<file path="src/rtl/asmodee_boot_pkg.sv">
`default_nettype none
// ============================================================================
//  Module      : asmodee_boot_pkg
//  Description : Shared types, constants and helpers for the asmodee boot
//                sequencer (state encoding, core-control bundle, sizing).
//  Revision    : 1.0  initial release
// ============================================================================
package asmodee_boot_pkg;

   // Sequencer states; the encodings are visible on state_o
   typedef enum logic [2:0] {
      BS_HOLD   = 3'd0,
      BS_BOOT   = 3'd1,
      BS_SETTLE = 3'd2,
      BS_START  = 3'd3,
      BS_RUN    = 3'd4
   } boot_state_e;

   // Width of the saturating completed-start counter
   localparam int BOOT_CNT_W = 8;

   // Core-facing controls plus the running flag, registered as one bundle
   typedef struct packed {
      logic rst;
      logic boot;
      logic start;
      logic run;
   } core_ctrl_t;

   // Largest of the five timing parameters; sizes the shared down-counter
   function automatic int max_cycles(input int a, input int b, input int c,
                                     input int d, input int e);
      int m;
      m = a;
      if (b > m) m = b;
      if (c > m) m = c;
      if (d > m) m = d;
      if (e > m) m = e;
      return m;
   endfunction

   // Control levels the core sees while the sequencer sits in a given state
   function automatic core_ctrl_t ctrl_of(input boot_state_e s);
      core_ctrl_t c;
      c = '{rst: 1'b1, boot: 1'b0, start: 1'b0, run: 1'b0};
      case (s)
         BS_HOLD:   c = '{rst: 1'b1, boot: 1'b0, start: 1'b0, run: 1'b0};
         BS_BOOT:   c = '{rst: 1'b1, boot: 1'b1, start: 1'b0, run: 1'b0};
         BS_SETTLE: c = '{rst: 1'b0, boot: 1'b0, start: 1'b0, run: 1'b0};
         BS_START:  c = '{rst: 1'b0, boot: 1'b0, start: 1'b1, run: 1'b0};
         BS_RUN:    c = '{rst: 1'b0, boot: 1'b0, start: 1'b0, run: 1'b1};
         default:   c = '{rst: 1'b1, boot: 1'b0, start: 1'b0, run: 1'b0};
      endcase
      return c;
   endfunction

endpackage
`default_nettype wire

</file>
<file path="src/rtl/sync_toggle_detect.sv">
`default_nettype none
// ============================================================================
//  Module      : sync_toggle_detect
//  Description : Two-flop synchroniser for an asynchronous toggle followed by
//                an edge-detect register; emits a one-cycle pulse for every
//                transition (rising or falling) of the input.
//  Revision    : 1.0  initial release
// ============================================================================
module sync_toggle_detect (
   input  logic clk_i,
   input  logic rst_i,
   input  logic i_async,
   output logic o_pulse
);

   logic r_meta;
   logic r_sync;
   logic r_prev;

   // Metastability filter plus one delayed copy for edge comparison
   always_ff @(posedge clk_i or posedge rst_i) begin
      if (rst_i) begin
         r_meta <= 1'b0;
         r_sync <= 1'b0;
         r_prev <= 1'b0;
      end else begin
         r_meta <= i_async;
         r_sync <= r_meta;
         r_prev <= r_sync;
      end
   end

   assign o_pulse = r_sync ^ r_prev;

endmodule
`default_nettype wire

</file>
<file path="src/rtl/asmodee_boot_seq.sv">
`default_nettype none
// ============================================================================
//  Module      : asmodee_boot_seq
//  Description : Clocked boot sequencer for the asmodee asynchronous core.
//                Drives reset / boot-load / start in a fixed order from flops
//                only, then supervises the core through a heartbeat toggle
//                and replays the sequence on stall or software restart.
//  Revision    : 1.0  initial release
// ============================================================================
import asmodee_boot_pkg::*;

module asmodee_boot_seq #(
   parameter int RST_CYCLES    = 10,
   parameter int BOOT_CYCLES   = 5,
   parameter int SETTLE_CYCLES = 5,
   parameter int START_CYCLES  = 1,
   parameter int WDOG_CYCLES   = 1024,
   parameter bit WDOG_EN       = 1'b1
) (
   input  logic                  clk_i,
   input  logic                  rst_i,
   input  logic                  restart_i,
   input  logic                  heartbeat_i,
   output logic                  asm_rst_o,
   output logic                  asm_boot_o,
   output logic                  asm_start_o,
   output logic                  running_o,
   output logic [2:0]            state_o,
   output logic [BOOT_CNT_W-1:0] boot_count_o,
   output logic                  wdog_timeout_o
);

   localparam int CNT_W = $clog2(max_cycles(RST_CYCLES, BOOT_CYCLES, SETTLE_CYCLES,
                                            START_CYCLES, WDOG_CYCLES) + 1);

   // Counter reload values: a state lasting N cycles loads N-1 and advances at 0
   localparam logic [CNT_W-1:0] c_rst_load    = CNT_W'(RST_CYCLES - 1);
   localparam logic [CNT_W-1:0] c_boot_load   = CNT_W'(BOOT_CYCLES - 1);
   localparam logic [CNT_W-1:0] c_settle_load = CNT_W'(SETTLE_CYCLES - 1);
   localparam logic [CNT_W-1:0] c_start_load  = CNT_W'(START_CYCLES - 1);
   localparam logic [CNT_W-1:0] c_wdog_load   = CNT_W'(WDOG_CYCLES - 1);
   localparam logic [CNT_W-1:0] c_cnt_one     = CNT_W'(1);

   localparam logic [BOOT_CNT_W-1:0] c_bc_max = {BOOT_CNT_W{1'b1}};
   localparam logic [BOOT_CNT_W-1:0] c_bc_one = BOOT_CNT_W'(1);

   boot_state_e           r_state;
   logic [CNT_W-1:0]      r_cnt;
   core_ctrl_t            r_ctrl;
   logic [BOOT_CNT_W-1:0] r_boot_count;
   logic                  r_wdog_timeout;
   logic                  w_hb_pulse;

   // Heartbeat synchroniser runs in every state so no stale edge shows up on RUN entry
   sync_toggle_detect u_hb_sync (
      .clk_i   (clk_i),
      .rst_i   (rst_i),
      .i_async (heartbeat_i),
      .o_pulse (w_hb_pulse)
   );

   // Sequencer FSM: shared down-counter, registered core controls, watchdog
   always_ff @(posedge clk_i or posedge rst_i) begin
      if (rst_i) begin
         r_state        <= BS_HOLD;
         r_cnt          <= c_rst_load;
         r_ctrl         <= ctrl_of(BS_HOLD);
         r_boot_count   <= '0;
         r_wdog_timeout <= 1'b0;
      end else begin
         r_wdog_timeout <= 1'b0;
         if (restart_i) begin
            // Restart overrides everything, including a coincident watchdog expiry
            r_state <= BS_HOLD;
            r_cnt   <= c_rst_load;
            r_ctrl  <= ctrl_of(BS_HOLD);
         end else begin
            case (r_state)
               BS_HOLD: begin
                  if (r_cnt == '0) begin
                     r_state <= BS_BOOT;
                     r_cnt   <= c_boot_load;
                     r_ctrl  <= ctrl_of(BS_BOOT);
                  end else begin
                     r_cnt <= r_cnt - c_cnt_one;
                  end
               end
               BS_BOOT: begin
                  if (r_cnt == '0) begin
                     r_state <= BS_SETTLE;
                     r_cnt   <= c_settle_load;
                     r_ctrl  <= ctrl_of(BS_SETTLE);
                  end else begin
                     r_cnt <= r_cnt - c_cnt_one;
                  end
               end
               BS_SETTLE: begin
                  if (r_cnt == '0) begin
                     r_state <= BS_START;
                     r_cnt   <= c_start_load;
                     r_ctrl  <= ctrl_of(BS_START);
                     if (r_boot_count != c_bc_max) begin
                        r_boot_count <= r_boot_count + c_bc_one;
                     end
                  end else begin
                     r_cnt <= r_cnt - c_cnt_one;
                  end
               end
               BS_START: begin
                  if (r_cnt == '0) begin
                     r_state <= BS_RUN;
                     r_cnt   <= c_wdog_load;
                     r_ctrl  <= ctrl_of(BS_RUN);
                  end else begin
                     r_cnt <= r_cnt - c_cnt_one;
                  end
               end
               BS_RUN: begin
                  // With the watchdog disabled the counter simply holds
                  if (WDOG_EN) begin
                     if (w_hb_pulse) begin
                        r_cnt <= c_wdog_load;
                     end else if (r_cnt == '0) begin
                        r_state        <= BS_HOLD;
                        r_cnt          <= c_rst_load;
                        r_ctrl         <= ctrl_of(BS_HOLD);
                        r_wdog_timeout <= 1'b1;
                     end else begin
                        r_cnt <= r_cnt - c_cnt_one;
                     end
                  end
               end
               default: begin
                  // Unreachable encodings recover through a full sequence
                  r_state <= BS_HOLD;
                  r_cnt   <= c_rst_load;
                  r_ctrl  <= ctrl_of(BS_HOLD);
               end
            endcase
         end
      end
   end

   assign asm_rst_o      = r_ctrl.rst;
   assign asm_boot_o     = r_ctrl.boot;
   assign asm_start_o    = r_ctrl.start;
   assign running_o      = r_ctrl.run;
   assign state_o        = r_state;
   assign boot_count_o   = r_boot_count;
   assign wdog_timeout_o = r_wdog_timeout;

endmodule
`default_nettype wire

</file>
<file path="config.mk">
export PLATFORM = sky130hd
export DESIGN_NAME = asmodee_boot_seq
export DESIGN_NICKNAME = d
export VERILOG_FILES = /design/src/rtl/asmodee_boot_pkg.sv /design/src/rtl/sync_toggle_detect.sv /design/src/rtl/asmodee_boot_seq.sv
export SDC_FILE = /design/constraint.sdc
export NUM_CORES = 1
export LEC_CHECK = 0
export CAP_MARGIN = 5
export CORE_ASPECT_RATIO = 0.8
export CORE_MARGIN = 2
export CORE_UTILIZATION = 35
export CTS_BUF_LIST = sky130_fd_sc_hd__clkbuf_8
export CTS_CLUSTER_SIZE = 10
export DETAILED_ROUTE_END_ITERATION = 12
export GPL_TIMING_DRIVEN = 0
export PLACE_DENSITY = 0.66
export SYNTH_ARGS = -nofsm -noshare
export SYNTH_HDL_FRONTEND = slang
export SYNTH_HIERARCHICAL = 1
export SYNTH_SLANG_ARGS = --single-unit
</file>
<file path="constraint.sdc">
create_clock -name clk_i -period 4 [get_ports clk_i]
set_input_delay 0.4 -clock clk_i [delete_from_list [all_inputs] [get_ports clk_i]]
set_output_delay 0.4 -clock clk_i [all_outputs]
set_load 0.05 [all_outputs]
</file>
After elaboration in Yosys (flattened, before gate mapping)
Index checks and enable logic that the tools add are counted.
{ "word_totals": {"out_inout_bits": 16, "register_bits": 30} }
{ "op_classes": {"n_eq_ne": 11, "n_reduce_logical": 5, "addsub": 2, "n_mux": 27, "n_bitwise": 2} }
{ "op_table": {"columns": ["operator", "n"], "rows": [
  ["$mux W11", 6],
  ["$pmux W11 S4", 1],
  ["$mux W4", 7],
  ["$mux W3", 7],
  ["$pmux W4 S5", 1],
  ["$ne A3 B3 Y1 const B", 6],
  ["$pmux W3 S5", 1],
  ["$logic_not A11 Y1", 1],
  ["$sub A11 B1 Y11 const B", 1],
  ["$add A8 B1 Y8 const B", 1],
  ["$ne A8 B8 Y1 const B", 1],
  ["$eq A3 B2 Y1 const B", 2],
  ["$reduce_and A6 Y1", 1],
  ["$mux W1", 4],
  ["$reduce_and A4 Y1", 1],
  ["$eq A3 B1 Y1 const B", 1],
  ["$eq A3 B3 Y1 const B", 1],
  ["$logic_not A3 Y1", 1],
  ["$reduce_or A2 Y1", 1],
  ["$not A1 Y1", 1],
  ["$xor A1 B1 Y1", 1]
]} }

Depth between registers and ports, before layout
{ "logic_depth": {"ltp_word": 5, "depth_mapped": 7, "depth_no_buf": 6} }

Hierarchy
The synthesis kept the hierarchy.
{ "modules_own_cells": {"columns": ["module", "area_each_um2", "cells_per_inst", "n_inst"], "rows": [
  ["asmodee_boot_seq", 1601.5, 155, 1],
  ["sync_toggle_detect", 87.6, 5, 1]
]} }

Least setup slack after synthesis
No wires, ideal clock.
{ "synth_path": {"kind": "flip-flop to flip-flop", "start": "register r_state[2] (netlist: state_o[2])", "end": "register r_boot_count[1] (netlist: boot_count_o[1])", "setup_time_ns": 0.128, "n_path_buf": 1, "arrival_ns": 1.851, "path_slack_ns": 2.021, "required_ns": 3.872, "path_stages_with_launch": 6, "period_less_slack_ns": 1.979, "path_cell_list": "dfrtp_1 -> clkbuf_1 -> nor4b_2 -> nand4_2 -> nor2_1 -> mux2_1"} }
{ "synth_between": {"elab_chain_cells": 2} }
{ "synth_rtl": {"columns": ["item", "line_no", "source"], "rows": [
  ["from (decl)", "asmodee_boot_seq.sv:47", "boot_state_e r_state;"],
  ["from (signal assigned)", "asmodee_boot_seq.sv:65", "r_state <= BS_HOLD;"],
  ["from (signal assigned)", "asmodee_boot_seq.sv:74", "r_state <= BS_HOLD;"],
  ["from (signal assigned)", "asmodee_boot_seq.sv:81", "r_state <= BS_BOOT;"],
  ["$eq A3 B2 Y1", "asmodee_boot_seq.sv:78", "case (r_state)"],
  ["$reduce_and A4 Y1 (no line)", null, null],
  ["to (signal assigned)", "asmodee_boot_seq.sv:103", "r_boot_count <= r_boot_count + c_bc_one;"],
  ["to (decl)", "asmodee_boot_seq.sv:50", "logic [BOOT_CNT_W-1:0] r_boot_count;"]
]} }
Every way passes these cells.
A chain may end at the register's enable or synchronous reset.

Final worst setup path
{ "layout_path": {"start": "register r_cnt[1]", "end": "register r_boot_count[1] (netlist: boot_count_o[1])"} }
{ "layout_between": {"elab_chain_cells": 2} }
{ "layout_rtl": {"columns": ["item", "line_no", "source"], "rows": [
  ["from (decl)", "asmodee_boot_seq.sv:48", "logic [CNT_W-1:0] r_cnt;"],
  ["from (signal assigned)", "asmodee_boot_seq.sv:66", "r_cnt <= c_rst_load;"],
  ["from (signal assigned)", "asmodee_boot_seq.sv:75", "r_cnt <= c_rst_load;"],
  ["from (signal assigned)", "asmodee_boot_seq.sv:82", "r_cnt <= c_boot_load;"],
  ["$logic_not A11 Y1", "asmodee_boot_seq.sv:98", "if (r_cnt == '0) begin"],
  ["$reduce_and A4 Y1 (no line)", null, null]
]} }
Every way passes these cells.

==> key figures <==
STA
  • Setup Skew: 0.00960 ns
  • Setup total negative slack: 0 ns
  • Fmax: 485 MHz
  • RSZ-0062 raised after global routing: false
  • Headroom to the max-slew limit: 33.4%
  • Final hold vios: 0
  • Slew Limit Fails: 0
  • Period minus WS final: 2.06 ns
  • Final Setup Violations: 0
  • Final period utilization: 51.5%
  • Worst-margin pin slew: 0.999 ns

Critical path
  • CP Max Fanout: 7
  • Worst R2R Path Depth: 6
  • Crit Reg-Reg Endpoint: boot_count_o[1]
  • Critical Path Start: r_cnt[1]
  • Setup crit end: boot_count_o[1]
  • Worst R2R Setup Slack: 1.94 ns
  • FF-to-FF Start: r_cnt[1]
  • Crit end category: flip-flop
  • Worst Path Required: 4.16 ns
  • Critical path type: flip-flop to flip-flop
  • Worst path arrival time: 2.22 ns
  • Startpoint types: flip-flop

Floorplan
  • Die Span Y: 66.1 um
  • Core Region: 4620 um^2
  • Initial Util: 36.5%
  • Die width: 81.7 um
  • Cell row count: 22
  • Die area: 5400 um^2
  • Ports: 20

Cells and area
  • Nets: 192
  • Layout Area Growth over Synthesis: 20.4%
  • Util after Layout: 44.0%
  • Commonest non-fill, non-tap cell in the layout: dfrtp_1
  • ANT cells: 0
  • Most frequent cells in the layout: 26 x dfrtp_1, 18 x clkdlybuf4s50_1, 11 x nor2_1
  • Filler cell count: 446
  • Post-route cell area: 2030 um^2
  • Layout cell share with drive strength beyond 1: 16.1%

Global routing
  • Gr busiest metal: met2
  • Largest net degree at the start of global routing: 27
  • Grt met2 use: 21.6%
  • Antenna violations before repair: 0
  • M1 GR Usage: 21.1%
  • Vias in the first global route: 1269
  • GRT Util Overall: 14.5%
  • Met3 Use GR: 4.37%
  • Total grt overflow: 0
  • First-pass GRT wire length: 6.01 mm

Pwr
  • Total chip power: 836 uW
  • Lkg Pwr: 0.000888 uW
  • Gate power share: 29.0%
  • Sw Ratio: 32.9%
  • Part of the power in the clock network: 28.5%
  • VDD IR max: 170 uV
  • Pwr Density: 411 nW/um^2
  • Internal power: 561 uW
  • Sw power: 275 uW
  • Sequential power share: 42.5%

CTS
  • H-tree levels: 2
  • CTS tree: yes
  • CTS resizes: 0
  • Max clock buf depth: 2
  • TritonCTS Buffers: 5
  • Root Buffer Master: clkbuf_8
  • Clk sinks: 29
  • Worst-skew pair later-pin latency: 0.28 ns
  • Cts hold-fix bufs: 0
  • Setup bufs post-CTS: 0
  • Worst-path clk slew: 0.06 ns

Synth
  • Post-synth top flop: dfrtp_1
  • Sequential element share of the synthesized area: 43.2%
  • Post-Synth Adder-Cell Area: 2.22%
  • Cell area after synthesis: 1690 um^2
  • Post-synthesis xor/xnor area fraction: 7.78%
  • Simple-gate area share of the yosys netlist: 24.1%
  • Synth cell types: 60
  • Yosys top cell by area: dfrtp_1
  • Post-synth EDFFs: 0
  • Main combinational cell family by area after synthesis: simple AND/OR/NAND/NOR gates
  • Post-synth top area share: 38.5%
  • Top post-synthesis cells by area: dfrtp_1 39%, xor2_1 5.2%, dfstp_2 4.7%
  • Mapped Cells: 160
  • YS warnings: 6
  • Fraction of registers with async set/reset: 100%
  • Syn avg cell area: 10.6 um^2
  • Post-synthesis compound-gate area fraction: 16.1%
  • Mux contribution to synthesized area: 2.15%
  • Net Count, Synth: 167
  • FF+latch count, synth: 29

Min path
  • Hold Crit Class: input pin to async pin

Drt
  • Drt total wl: 3.45 mm
  • Pre-antenna DRT Iters: 4
  • WL/cell: 14.0 um
  • Vias/cell: 5.37
  • Antenna Nets Post-Route: 0
  • Total vias in the final route: 1321
  • DR iter-0 viols: 103
  • Residual DRC: 0

Place
  • DP Area: 1940 um^2
  • I/O Buffers: 18
  • RePlAce Congestion: 0.900
  • HPWL Detailed: 2.52 mm

Outcome
  • Status: completed

Run
  • Number of max-cap violations: 0
## how the worst min path moves through the flow
stage                       end  cells after the start
5_1_grt        u_hb_sync/r_meta                      2
6_report       u_hb_sync/r_prev                      2
3_3_place_gp   u_hb_sync/r_sync                      0
2_1_floorplan  u_hb_sync/r_meta                      1
4_1_cts        u_hb_sync/r_meta                      2
3_5_place_dp   u_hb_sync/r_sync                      0
## cell families (layout without fill, tap and decap cells)
kind of cell | Yosys count | count (layout)
AOI/OAI and AO/OA | 38 | 38
xor gates and xnor gates | 15 | 15
and+or+nand+nor | 58 | 58
muxes | 3 | 3
DFF | 29 | 29
adders and majority gates | 3 | 3
buffers and inverters | 14 | 40
## per-layer routing
| metal | share of wire [%] | routed length, um |
|---|---|---|
| met3 | 4.7 | 162 |
| met4 | 0.55 | 19 |
| met2 | 42 | 1460 |
| met5 | 0 | 0 |
| met1 | 52 | 1800 |
## state kept, by name, summed over array words and instances (netlist names)
signal	flops
r_cnt	11
boot_count_o	8
state_o	3
asm_boot_o	1
asm_rst_o	1
asm_start_o	1
u_hb_sync/r_meta	1
u_hb_sync/r_prev	1
u_hb_sync/r_sync	1
wdog_timeout_o	1
## metrics by stage
stage	hold slack (ns)	cells	worst slack, ns
6_report	0.317	246	1.94
5_1_grt	0.355	246	1.76
4_1_cts	0.323	246	1.89
3_5_place_dp	0.340	238	1.89
3_3_place_gp	0.335	238	1.93
2_1_floorplan	0.154	160	2.02
## Yosys cell counts (3+ instances only)
master	n
dfrtp_1	26
nor2_1	11
xor2_1	10
nand2_1	9
a21oi_1	7
inv_1	6
xnor2_1	5
nand3_1	4
nor3_1	4
nor4_1	4
o21ai_0	4
a22o_1	3
a31oi_1	3
clkbuf_1	3
dfstp_2	3
ha_1	3
o211ai_1	3
## power by group through the flow
stage / clock (uW) / sequential (uW) / combinational [uW]
finish: 238 / 355 / 242
global route: 255 / 359 / 267
CTS: 244 / 355 / 243
detailed placement: 0 / 360 / 242
global placement: 0 / 359 / 240
floorplan: 0 / 371 / 178
## layout make-up
class | instances | area, um^2 | share of cell area, %
multi-input combinational | 117 | 886 | 43.5
timing repair buffer | 18 | 180 | 8.86
buffer | 8 | 51.3 | 2.52
clock buffer | 6 | 82.6 | 4.06
tap | 60 | 75.1 | 3.69
clock inverter | 2 | 7.51 | 0.369
sequential | 29 | 729 | 35.9
inverter | 6 | 22.5 | 1.11
## worst max-delay path: stages (launching register included)
cell	delay, ns
dfrtp_1	0.40
inv_1	0.08
ha_1	0.19
nor4b_4	0.44
nand4_2	0.26
nor2_1	0.24
mux2_1	0.34
Note: power is estimated with default switching activity, not from simulation.
